`src/rtl/vedic_16x16.sv`:
```
// Unsigned 16x16 -> 32-bit multiplier built from Urdhva-Tiryagbhyam blocks
// (2x2 -> 4x4 -> 8x8 -> 16x16), with the product registered once.

module vedic_2x2 (
  input  logic [1:0] i_a,
  input  logic [1:0] i_b,
  output logic [3:0] o_p
);
  logic [1:0] w_cross;
  logic       w_hi;

  // Crosswise column: the two 1-bit products summed, carry moves up one column
  assign w_cross = {1'b0, i_a[1] & i_b[0]} + {1'b0, i_a[0] & i_b[1]};
  assign w_hi    = i_a[1] & i_b[1];
  assign o_p     = {w_hi & w_cross[1], w_hi ^ w_cross[1], w_cross[0], i_a[0] & i_b[0]};
endmodule

module vedic_combine #(
  parameter int N = 4
) (
  input  logic [N-1:0]   i_ll,
  input  logic [N-1:0]   i_hl,
  input  logic [N-1:0]   i_lh,
  input  logic [N-1:0]   i_hh,
  output logic [2*N-1:0] o_p
);
  localparam int H = N / 2;

  logic [N:0]     w_cross;
  logic [N+H-1:0] w_upper;

  // N+1-bit cross sum keeps its carry; the upper sum cannot exceed N+H bits
  assign w_cross = {1'b0, i_hl} + {1'b0, i_lh};
  assign w_upper = {i_hh, i_ll[N-1:H]} + {{(H-1){1'b0}}, w_cross};
  assign o_p     = {w_upper, i_ll[H-1:0]};
endmodule

module vedic_4x4 (
  input  logic [3:0] i_a,
  input  logic [3:0] i_b,
  output logic [7:0] o_p
);
  logic [3:0] w_ll, w_hl, w_lh, w_hh;

  vedic_2x2 u_ll (.i_a(i_a[1:0]), .i_b(i_b[1:0]), .o_p(w_ll));
  vedic_2x2 u_hl (.i_a(i_a[3:2]), .i_b(i_b[1:0]), .o_p(w_hl));
  vedic_2x2 u_lh (.i_a(i_a[1:0]), .i_b(i_b[3:2]), .o_p(w_lh));
  vedic_2x2 u_hh (.i_a(i_a[3:2]), .i_b(i_b[3:2]), .o_p(w_hh));

  vedic_combine #(.N(4)) u_comb (
    .i_ll(w_ll), .i_hl(w_hl), .i_lh(w_lh), .i_hh(w_hh), .o_p(o_p)
  );
endmodule

module vedic_8x8 (
  input  logic [7:0]  i_a,
  input  logic [7:0]  i_b,
  output logic [15:0] o_p
);
  logic [7:0] w_ll, w_hl, w_lh, w_hh;

  vedic_4x4 u_ll (.i_a(i_a[3:0]), .i_b(i_b[3:0]), .o_p(w_ll));
  vedic_4x4 u_hl (.i_a(i_a[7:4]), .i_b(i_b[3:0]), .o_p(w_hl));
  vedic_4x4 u_lh (.i_a(i_a[3:0]), .i_b(i_b[7:4]), .o_p(w_lh));
  vedic_4x4 u_hh (.i_a(i_a[7:4]), .i_b(i_b[7:4]), .o_p(w_hh));

  vedic_combine #(.N(8)) u_comb (
    .i_ll(w_ll), .i_hl(w_hl), .i_lh(w_lh), .i_hh(w_hh), .o_p(o_p)
  );
endmodule

module vedic_16x16 (
  input  logic        clk,
  input  logic        rst,
  input  logic        in_valid,
  input  logic [15:0] a,
  input  logic [15:0] b,
  output logic [31:0] out,
  output logic        out_valid
);
  logic [15:0] w_ll, w_hl, w_lh, w_hh;
  logic [31:0] w_prod;
  logic [31:0] r_out;
  logic        r_out_valid;

  vedic_8x8 u_ll (.i_a(a[7:0]),  .i_b(b[7:0]),  .o_p(w_ll));
  vedic_8x8 u_hl (.i_a(a[15:8]), .i_b(b[7:0]),  .o_p(w_hl));
  vedic_8x8 u_lh (.i_a(a[7:0]),  .i_b(b[15:8]), .o_p(w_lh));
  vedic_8x8 u_hh (.i_a(a[15:8]), .i_b(b[15:8]), .o_p(w_hh));

  vedic_combine #(.N(16)) u_comb (
    .i_ll(w_ll), .i_hl(w_hl), .i_lh(w_lh), .i_hh(w_hh), .o_p(w_prod)
  );

  // Output register: product every cycle, valid follows in_valid, reset wins
  always_ff @(posedge clk) begin
    if (rst) begin
      r_out       <= 32'h0000_0000;
      r_out_valid <= 1'b0;
    end else begin
      r_out       <= w_prod;
      r_out_valid <= in_valid;
    end
  end

  assign out       = r_out;
  assign out_valid = r_out_valid;
endmodule

```
`config.mk`:
```
export PLATFORM = sky130hd
export DESIGN_NAME = vedic_16x16
export DESIGN_NICKNAME = d
export VERILOG_FILES = /design/src/rtl/vedic_16x16.sv
export SDC_FILE = /design/constraint.sdc
export NUM_CORES = 1
export LEC_CHECK = 0
export BUFFER_PORTS_ARGS = -buffer_cell sky130_fd_sc_hd__clkbuf_2
export CORE_UTILIZATION = 33
export DETAILED_ROUTE_END_ITERATION = 12
export PLACE_DENSITY_LB_ADDON = 0.08
export SLEW_MARGIN = 20
export SYNTH_ARGS = -nofsm -noshare
export SYNTH_HDL_FRONTEND = slang
export SYNTH_SLANG_ARGS = --single-unit
```
`constraint.sdc`:
```
create_clock -name clk -period 10.65 [get_ports clk]
set_input_delay 2.13 -clock clk [delete_from_list [all_inputs] [get_ports clk]]
set_output_delay 2.13 -clock clk [all_outputs]
set_load 0.05 [all_outputs]
```
==> results.toml <==
[setup_path]
endpoint_kind = "flip-flop"
cp_slowest_cell = "fa_1"
critPathMaxStageDelay_ns = 0.57
worst-endpoint-required_ns = 10.80
cp_max_fo = 16
cp.arrival_ns = 9.13
crit_type = "input pin to flip-flop"
start_kind = "input pin"

[clock_tree]
cts-root-buf = "clkbuf_16"
cts.clk_slew.worst_paths_ns = 0.05
cts_setup_buffers = 0
cts_tree = "done"
htreeDepth = 2
clk_path_buf_depth = 2
cts.sinks = 33
cts_buffers = 5
ctsHoldBuffers = 0
cts_resized = 0

[min_path]
hp-class = "input pin to flip-flop"
holdCritStartpoint = "in_valid"
hold_depth = 2
holdPathEnd = "out_valid"

[sta]
rsz0062_at_grt = "false"
finalHoldViolations = 0
finalCriticalPeriod_ns = 8.99
timing.final.crit_share = 0.844
max_slew.worst_pin.slew_ns = 0.634
fin_tns_setup_ns = 0
slew_headroom = 0.576
fmax_ghz = 0.111
slew_viol_final = 0
fin_ws_ns = 1.66
setup_viol = 0
fin_hold_ws_ns = 2.07

[global_route]
grt_pass1_wl_um = 47200
grt_pass1_vias = 8787
grt-ovfl-total = 0
antenna_found_initial = 1
grt_max_degree = 31
grt_usage = 0.165

[logic_synthesis]
netlist_area_mm2 = 0.0117
yosysWarnings = 0
synth_nets = 1808
ys_seq_area_frac = 0.0564
synth_area_per_cell_um2 = 8.37
synthArstFlopShare = 0
synth_cells = 1400
synth_flop_cell = "dfxtp_1"
synth_cell_types = 49
synth_edf_count = 0
synth-seq-cells = 33

[final_layout]
fillers = 3692
antenna_cells = 0
drive_gt1_frac = 0.0577
area_delta_synth_final_pct = 7.65
nets = 1846

[routing]
wl_per_cell_um = 15.1
vias = 8603
viasPerCell = 4.54
antenna_left = 0
drc = 0
drt-initial-drc-count = 260
drt_pass1_iterations = 4
wl_um = 28600

[floorplan]
fp.dieW_um = 190
ios = 68
rows = 68
fp.dieArea_mm2 = 0.0363
design.core.area_mm2 = 0.0347
die_y_um = 190
start_util = 0.338

[placement]
gp_congestion = 0.792
pre_cts_ws_ns = 1.34
io_buffers = 67
dpl.hpwl_um = 24100

[status]
run_status = "complete, no violations"

[flow_run]
maxCapViolations = 0
## per-layer routing
layer  wire length, um  vias up  GRT usage
li1                  -     4444          -
met2             12500       66      0.268
met1             15500     4087      0.250
met5                 0        -          0
met4               123        0     0.0175
met3               477        6    0.00239
## area by class of cell
cell class / instances / area [um2] / area share
tap: 455 / 569 / 0.0451
inverter: 322 / 1210 / 0.0958
timing repair buffer: 69 / 350 / 0.0278
multi-input combinational: 1007 / 9680 / 0.768
clock buffer: 5 / 125 / 0.00992
sequential: 33 / 661 / 0.0524
clock inverter: 3 / 17.5 / 0.00139
## how the worst max path moves through the flow
stage                     startpoint  endpoint  slack (ns)  cells after the start
final                           b[2]   out[27]        1.66                     31
after global routing            b[2]   out[27]        1.10                     31
after floorplan                 b[0]   out[28]        2.37                     32
after global placement          a[2]   out[27]        1.42                     31
after CTS                       a[2]   out[27]        1.62                     31
after detailed placement        a[2]   out[27]        1.34                     31
## kinds of logic (layout without fill, tap and decap cells)
| family | Yosys count | in the layout | share of synthesized area |
|---|---|---|---|
| adders and majority gates | 373 | 373 | 0.484 |
| and+or+nand+nor | 362 | 362 | 0.174 |
| buffers and inverters | 360 | 399 | 0.117 |
| AOI/OAI and AO/OA | 175 | 175 | 0.0959 |
| xor gates and xnor gates | 96 | 96 | 0.0718 |
| DFF | 33 | 33 | 0.0564 |
| muxes | 1 | 1 | 0.000854 |
## worst max-delay path, delay by kind of cell
family	cells	cell delay (ns)
AO/OA/AOI/OAI	10	2.17
AND/OR/NAND/NOR	5	0.72
adder cells (fa/ha/maj)	8	3.10
XOR/XNOR	3	0.51
buffers and inverters	5	0.49
## cells in the final DEF (no fill, tap or decap), drive strengths merged, types with 7 or more instances in the layout
master	count
xor2	34
ha	240
o211ai	7
nor2	35
clkbuf	72
nand2	56
nor2b	14
o21ai	24
a21o	42
dfxtp	33
nor3	10
inv	322
xnor2	62
a21oi	64
and2	211
a211oi	9
fa	133
## metrics by stage
stage / cell area, um2 / cells / utilization
2_1_floorplan: 11700 / 1400 / -
3_3_place_gp: 12500 / 1886 / 0.359
3_5_place_dp: 12500 / 1886 / 0.359
4_1_cts: 12600 / 1894 / 0.363
5_1_grt: 12600 / 1894 / 0.363
6_report: 12600 / 1894 / 0.363
## registers in the layout, indices dropped and copies added, names as in the netlist
signal / flops
out_valid: 1
out: 32
## synthesized netlist by cell type, types with 9 or more instances
cell / n / area (um2)
a211oi_1: 9 / 67.6
a21o_1: 42 / 315
a21oi_1: 64 / 320
and2_1: 211 / 1320
clkbuf_1: 33 / 124
dfxtp_1: 33 / 661
fa_1: 133 / 2660
ha_1: 240 / 3000
inv_1: 321 / 1200
nand2_1: 56 / 210
nor2_1: 35 / 131
nor2b_1: 14 / 87.6
nor3_1: 10 / 50.1
o21ai_0: 24 / 120
xnor2_1: 62 / 543
xor2_1: 34 / 298
Power is not shown: default switching activity piles up to over one toggle a cycle in this logic, so the estimate is an artifact.
